==> src/rtl/dsfq_and_gate.sv <==
// Cycle-based model of a dynamic SFQ AND gate with toggle-encoded I/O.
// Each input pulse is held for WINDOW cycles; a coincidence of both inputs
// emits one output toggle OUT_DELAY cycles later.
module dsfq_and_gate #(
    parameter int unsigned WINDOW    = 4,
    parameter int unsigned OUT_DELAY = 2
) (
    input  logic clk,
    input  logic rst,
    input  logic a,
    input  logic b,
    output logic q,
    output logic q_pulse,
    output logic err
);

    localparam int unsigned CW = $clog2(WINDOW + 1);

    localparam logic ST_IDLE  = 1'b0;
    localparam logic ST_ARMED = 1'b1;

    logic                 a_prev_q, b_prev_q;
    logic                 st_a_q, st_a_d;
    logic                 st_b_q, st_b_d;
    logic [CW-1:0]        cnt_a_q, cnt_a_d;
    logic [CW-1:0]        cnt_b_q, cnt_b_d;
    logic [OUT_DELAY-1:0] pipe_q, pipe_d;
    logic                 q_q;

    logic pa, pb;
    logic arm_a, arm_b;
    logic fire;
    logic dup_a, dup_b;

    // Pulse detection, coincidence and duplicate-pulse classification
    always_comb begin
        pa    = a ^ a_prev_q;
        pb    = b ^ b_prev_q;
        arm_a = (st_a_q == ST_ARMED);
        arm_b = (st_b_q == ST_ARMED);
        fire  = (pa | arm_a) & (pb | arm_b) & (pa | pb);
        dup_a = pa & arm_a & ~fire;
        dup_b = pb & arm_b & ~fire;
    end

    // Per-input storage: arm/reload on a pulse, decay one step per idle cycle
    always_comb begin
        st_a_d  = st_a_q;
        cnt_a_d = cnt_a_q;
        st_b_d  = st_b_q;
        cnt_b_d = cnt_b_q;
        if (fire) begin
            st_a_d  = ST_IDLE;
            cnt_a_d = '0;
            st_b_d  = ST_IDLE;
            cnt_b_d = '0;
        end else begin
            if (pa) begin
                st_a_d  = ST_ARMED;
                cnt_a_d = CW'(WINDOW);
            end else if (arm_a) begin
                cnt_a_d = cnt_a_q - CW'(1);
                if (cnt_a_q == CW'(1)) begin
                    st_a_d = ST_IDLE;
                end
            end
            if (pb) begin
                st_b_d  = ST_ARMED;
                cnt_b_d = CW'(WINDOW);
            end else if (arm_b) begin
                cnt_b_d = cnt_b_q - CW'(1);
                if (cnt_b_q == CW'(1)) begin
                    st_b_d = ST_IDLE;
                end
            end
        end
    end

    // Output delay line: stage 0 captures the fire, last stage is the strobe
    always_comb begin
        pipe_d[0] = fire;
        for (int unsigned i = 1; i < OUT_DELAY; i++) begin
            pipe_d[i] = pipe_q[i-1];
        end
    end

    // State registers; q toggles on the same edge the event reaches the last stage
    always_ff @(posedge clk or posedge rst) begin
        if (rst) begin
            a_prev_q <= 1'b0;
            b_prev_q <= 1'b0;
            st_a_q   <= ST_IDLE;
            st_b_q   <= ST_IDLE;
            cnt_a_q  <= '0;
            cnt_b_q  <= '0;
            pipe_q   <= '0;
            q_q      <= 1'b0;
        end else begin
            a_prev_q <= a;
            b_prev_q <= b;
            st_a_q   <= st_a_d;
            st_b_q   <= st_b_d;
            cnt_a_q  <= cnt_a_d;
            cnt_b_q  <= cnt_b_d;
            pipe_q   <= pipe_d;
            q_q      <= q_q ^ pipe_d[OUT_DELAY-1];
        end
    end

    assign q       = q_q;
    assign q_pulse = pipe_q[OUT_DELAY-1];
    assign err     = dup_a | dup_b;

endmodule

==> config.mk <==
export PLATFORM = sky130hd
export DESIGN_NAME = dsfq_and_gate
export DESIGN_NICKNAME = d
export VERILOG_FILES = /design/src/rtl/dsfq_and_gate.sv
export SDC_FILE = /design/constraint.sdc
export NUM_CORES = 1
export LEC_CHECK = 0
export BUFFER_PORTS_ARGS = -buffer_cell sky130_fd_sc_hd__buf_2
export CAP_MARGIN = 10
export CORE_MARGIN = 2
export CORE_UTILIZATION = 46
export CTS_BUF_LIST = sky130_fd_sc_hd__clkbuf_4
export CTS_CLUSTER_DIAMETER = 150
export DETAILED_ROUTE_END_ITERATION = 7
export GPL_ROUTABILITY_DRIVEN = 0
export PLACE_DENSITY = 0.71
export SLEW_MARGIN = 20
export SYNTH_ARGS = -nofsm -noshare
export SYNTH_HDL_FRONTEND = slang
export SYNTH_SLANG_ARGS = --single-unit
==> constraint.sdc <==
create_clock -name clk -period 1.93 [get_ports clk]
set_input_delay 0.0965 -clock clk [delete_from_list [all_inputs] [get_ports clk]]
set_output_delay 0.0965 -clock clk [all_outputs]
set_load 0.02 [all_outputs]
==> metrics.txt, run 1 <==
outcome=finished, final reports clean; Worst Hold Class=in2async; synth warn=0; via count=474; gr usage total=15.76%; largest net degree at the start of global routing=14; antenna violations before repair=0; final non-filler cell total=89; critical-path cell list=dlygate4sd3_1, buf_2, xor2_2, nor3_1, a2bb2o_1, buf_2; share of layout cells above drive strength 1=18.92%; worst r2r dst=cnt_a_q[2]$_DFFE_PP0P_; Port Buf Inserts=6; DIE HEIGHT=42.04 um; RSZ-0062 raised after global routing=false; Yosys reg bits=13; Yosys cell types=20; grt ovf=0; Synth async-reset ratio=100.0%; Die W=42.04 um; DRC Markers=0; num ports=7; Fillers=121; htree depth=1; P&R area growth vs syn=15.23%; Critical Path Sink=err; CP arrival=1.72 ns; n_diodes=0; later-pin clock latency in the skew report=0.28 ns; period utilization=94.24%; sequential cell area=325.3 um2; Setup violations, final=0; slew at the pin closest to its max-slew limit=0.5015 ns; worst-path maximum fanout=10; Synth top area share=48.87%; Worst Setup SP=b; crit path capture type=primary output; R2R Path Start=b_prev_q$_DFF_PP0_; nets=83; PD cells=949.8 mW/mm2; num rows=13; drt total wl=1178 um; CP top delay family=buffers and inverters; number of flops mapped to enable cells by yosys=0; Slowest cell on crit path=dlygate4sd3_1; Inserted Clock Buffers=3; Clock Sinks=13; first-pass GRT wire length=2014 um; Worst path most repeated cell=buf_2; sequential cell area fraction in the yosys report=48.87%; CTS resizes=0; HPWL after DPL=836 um; cell taking the most area after synthesis=dfrtp_1; Slew Limit Fails=0; CTS tree=yes; Reg2Reg Setup Slack=0.53 ns; leak pwr=0.3424 nW; post-route ant nets=0; crit path buf inv count=3; total core area=0.001334 mm2; most common cell in the netlist=dfrtp_1; final setup TNS=0 ns; Post-Syn Area=665.6 um2; top cells by area, synth=dfrtp_1, ha_1, xor2_2; Worst R2R Path Depth=3; kind of critical path=in2out; CP required=1.83 ns; Clock transition at path regs=0.08 ns; relative slew slack=66.53%; min cycle time layout=1.819 ns; Detailed Route Iter0 Violations=6; Hold Vio Cnt, Final=0; Worst path depth=6; cell count after placement=82; Syn Area/Cell=10.57 um2; wire per inst=13.24 um; Peak VDD IR=572.1 uV; synthesized instance count=63; DRT Pass-1 Iters=4; fmax=0.5498 GHz; max cap viols=0; area of the multi-input gates=314.1 um2; most common flop cell mapped by yosys=dfrtp_1; syn_nets=71; Die ar.=0.001767 mm2; CP max stage delay=0.53 ns; clock root buffer=clkbuf_4; worst-case clock skew=0.006700 ns; initial core utilization=49.91%; Via density=5.326; startpoint types=primary input; vias in the first global route=444; worst-case clock buffer depth=2; Commonest cells post-synth=dfrtp_1, a21oi_1, inv_1, nand2b_1
report_power, final:
group / total (mW) / internal (mW) / leakage (nW) / switching (mW)
Clock: 0.181 / 0.0942 / 0.0184 / 0.0872
Combinational: 0.185 / 0.0836 / 0.159 / 0.102
Sequential: 0.362 / 0.318 / 0.165 / 0.0434
Total: 0.728 / 0.496 / 0.342 / 0.232
cell usage in the layout (no fill, tap or decap), types with 3 or more instances in the layout:
master and instances:
a21oi_1 5, buf_2 6, clkbuf_4 4, dfrtp_1 13, dlygate4sd3_1 3, ha_1 4
inv_1 5, nand2_1 3, nand2b_1 5, nand3_1 3, nor2_1 4
cells by family (layout without fill, tap and decap cells):
group	count (synthesis)	in the layout	synth area share, %
AO/OA/AOI/OAI	13	13	14.66
XOR/XNOR	5	5	8.835
adder cells (fa/ha/maj)	4	4	7.519
buffers and inverters	7	18	3.948
flip-flops	13	13	48.87
AND/OR/NAND/NOR	21	21	16.16
metrics by stage:
step                      hold slack, ns  utilization, %  power [mW]  setup WS [ns]  area, um2
after floorplan                 -0.02654               -      0.4981         0.6173      665.6
after global placement            0.1421           53.00      0.5404         0.4934      706.9
after detailed placement          0.1481           53.00      0.5496         0.4597      706.9
after CTS                         0.3946           57.50      0.7346         0.1233      767.0
after global routing              0.4153           57.50      0.7825        0.02423      767.0
final                             0.3787           57.50      0.7285         0.1112      767.0
cell type report:
cell class	instances	area share, %
sequential	13	42.41
timing repair buffer	9	7.830
tap	15	2.447
inverter	5	2.447
clock buffer	4	3.915
multi-input combinational	43	40.95
routing by layer:
layer	routed length (um)	share of wire (%)	global-route usage [%]	up-vias
met5	0	0	0	-
met4	7	0.59	5.625	0
met3	72	6.1	8.190	2
met2	550	47	24.06	14
met1	547	46	19.06	222
li1	-	-	-	236
worst min path at each step:
stage	from	endpoint	slack (ns)
after floorplan	rst	a_prev_q$_DFF_PP0_	-0.03
after global placement	rst	cnt_a_q[2]$_DFFE_PP0P_	0.14
after detailed placement	rst	q$_DFF_PP0_	0.15
after CTS	rst	cnt_b_q[0]$_DFFE_PP0P_	0.39
after global routing	rst	q$_DFF_PP0_	0.42
final	rst	q$_DFF_PP0_	0.38
state kept, by name, indices dropped and copies added (netlist names):
| signal | cells |
|---|---|
| pipe_q | 2 |
| cnt_a_q | 3 |
| arm_a | 1 |
| q | 1 |
| a_prev_q | 1 |
| cnt_b_q | 3 |
| b_prev_q | 1 |
| arm_b | 1 |
worst min-delay path, cell delays in order:
cell,delay (ns)
dlygate4sd3_1,0.53
buf_2,0.12
inv_1,0.37
timing repair:
| item | in CTS | in global routing |
|---|---|---|
| hold buffers | 3 | 0 |
| hold endpoints to repair | 15 | 0 |
| setup buffers | 0 | 0 |
No activity file was read; power rests on OpenSTA's default activity.
==> run 2, diff against run 1 <==
==> constraint.sdc (replaced) <==
create_clock -name clk -period 1.93 [get_ports clk]
set_input_delay 0.193 -clock clk [delete_from_list [all_inputs] [get_ports clk]]
set_output_delay 0.193 -clock clk [all_outputs]
set_load 0.02 [all_outputs]
==> metrics.txt, run 2 (synthesis gave the netlist of run 1 again) <==
Clock transition at path regs=0.08 ns; later-pin clock latency in the skew report=0.28 ns; initial core utilization=49.91%; Detailed Route Iter0 Violations=2; kind of critical path=reg2out; Via density=5.318; Setup violations, final=0; Die W=42.04 um; sequential cell area=325.3 um2; Inserted Clock Buffers=3; num rows=13; commonest non-fill, non-tap cells in the layout=dfrtp_1, buf_2, inv_1, nand2b_1, a21oi_1; slew at the pin closest to its max-slew limit=0.4986 ns; period utilization=90.59%; nets=82; htree depth=1; GR Layer Usage met1=16.34%; outcome=finished, final reports clean; startpoint types=flop; post-route ant nets=0; crit path capture type=primary output; total core area=0.001334 mm2; RSZ-0062 raised after global routing=false; final setup TNS=0 ns; min-delay src=b; drt total wl=1087 um; worst-case clock skew=0.002969 ns; DIE HEIGHT=42.04 um; min cycle time layout=1.748 ns; antenna violations before repair=0; Worst Setup SP=b_prev_q$_DFF_PP0_; GR Util met3=2.586%; relative slew slack=66.72%; R2R Path Start=b_prev_q$_DFF_PP0_; CP arrival=1.56 ns; num ports=7; wire per inst=12.35 um; Worst Hold Class=in2reg; commonest non-fill, non-tap cell in the layout=dfrtp_1; share of layout cells above drive strength 1=21.92%; clock root buffer=clkbuf_4; worst-case clock buffer depth=2; worst-path maximum fanout=6; final non-filler cell total=88; DRT Pass-1 Iters=2; cell count after placement=83; grt ovf=0; GR Util met2=23.13%; largest net degree at the start of global routing=14; Reg2Reg Setup Slack=0.48 ns; Peak VDD IR=541.8 uV; Most Crowded Layer GR=met2; Worst R2R Path Depth=4; P&R area growth vs syn=14.47%; DRC Markers=0; PD cells=966.1 mW/mm2; area of the multi-input gates=321.6 um2; Critical Path Sink=err; CTS tree=yes; Fillers=114; n_diodes=0; CP required=1.74 ns; Slew Limit Fails=0; worst r2r dst=cnt_a_q[2]$_DFFE_PP0P_; Port Buf Inserts=6; first-pass GRT wire length=1814 um; max cap viols=0; fmax=0.5720 GHz; vias in the first global route=424; Regs by FF count=cnt_a_q x3, cnt_b_q x3, pipe_q x2; Hold Vio Cnt, Final=0; HPWL after DPL=772.9 um; gr usage total=14.23%; leak pwr=0.3445 nW; Die ar.=0.001767 mm2; via count=468; Clock Sinks=13
-- run 2: cell count changes in the layout (fill, tap and decap cells not counted) --
cell           previous run  this run
xnor2_2                   0         1
xnor2_1                   2         1
dlygate4sd3_1             3         1
buf_4                     0         1
-- run 2: worst min-delay path by stage --
stage               depth (start not counted)  slack (ns)                     end
detailed placement                          2        0.25     pipe_q[1]$_DFF_PP0_
global placement                            2        0.24  cnt_a_q[2]$_DFFE_PP0P_
global route                                1        0.07      b_prev_q$_DFF_PP0_
CTS                                         1        0.07      b_prev_q$_DFF_PP0_
finish                                      1        0.07      b_prev_q$_DFF_PP0_
floorplan                                   1        0.07      a_prev_q$_DFF_PP0_
-- run 2: what timing repair did --
action,CTS,global route
resized for setup,0,1
hold buffers,1,0
setup buffers,0,0
setup endpoints to repair,0,1
endpoints found under the hold margin,13,0
-- run 2: final cells by class --
class | count | area share, %
well taps | 15 | 2.463
flip-flops and latches | 13 | 42.69
inverters | 5 | 2.463
multi-input cells | 43 | 42.20
repair buffers | 8 | 6.240
clock buffers | 4 | 3.941
-- run 2: layer usage --
layer / up-vias / routed length (um)
met5: - / 0
met4: 0 / 42
met3: 5 / 32
met2: 8 / 475
met1: 221 / 537
li1: 234 / -
-- run 2: report_power, final --
group	total [mW]	switching (mW)	internal, mW
combinational	0.184	0.0996	0.0846
clock	0.190	0.0959	0.0945
sequential	0.362	0.0433	0.318
total	0.736	0.239	0.497
-- run 2: critical path, cell delays in order, from the launching register on --
cell      delay (ns)
dfrtp_1         0.42
xor2_2          0.30
nor3_1          0.10
a2bb2o_1        0.29
buf_2           0.16
-- run 2: metrics by stage --
step	power, mW	instance area (um2)	hold WS (ns)	utilization (%)	setup WS (ns)
CTS	0.7388	754.5	0.06923	56.57	0.09260
global placement	0.5438	714.4	0.2407	53.56	0.4401
global route	0.7786	762.0	0.07376	57.13	0.08581
floorplan	0.4981	665.6	0.06996	-	0.5208
finish	0.7361	762.0	0.07022	57.13	0.1816
detailed placement	0.5493	714.4	0.2490	53.56	0.4194
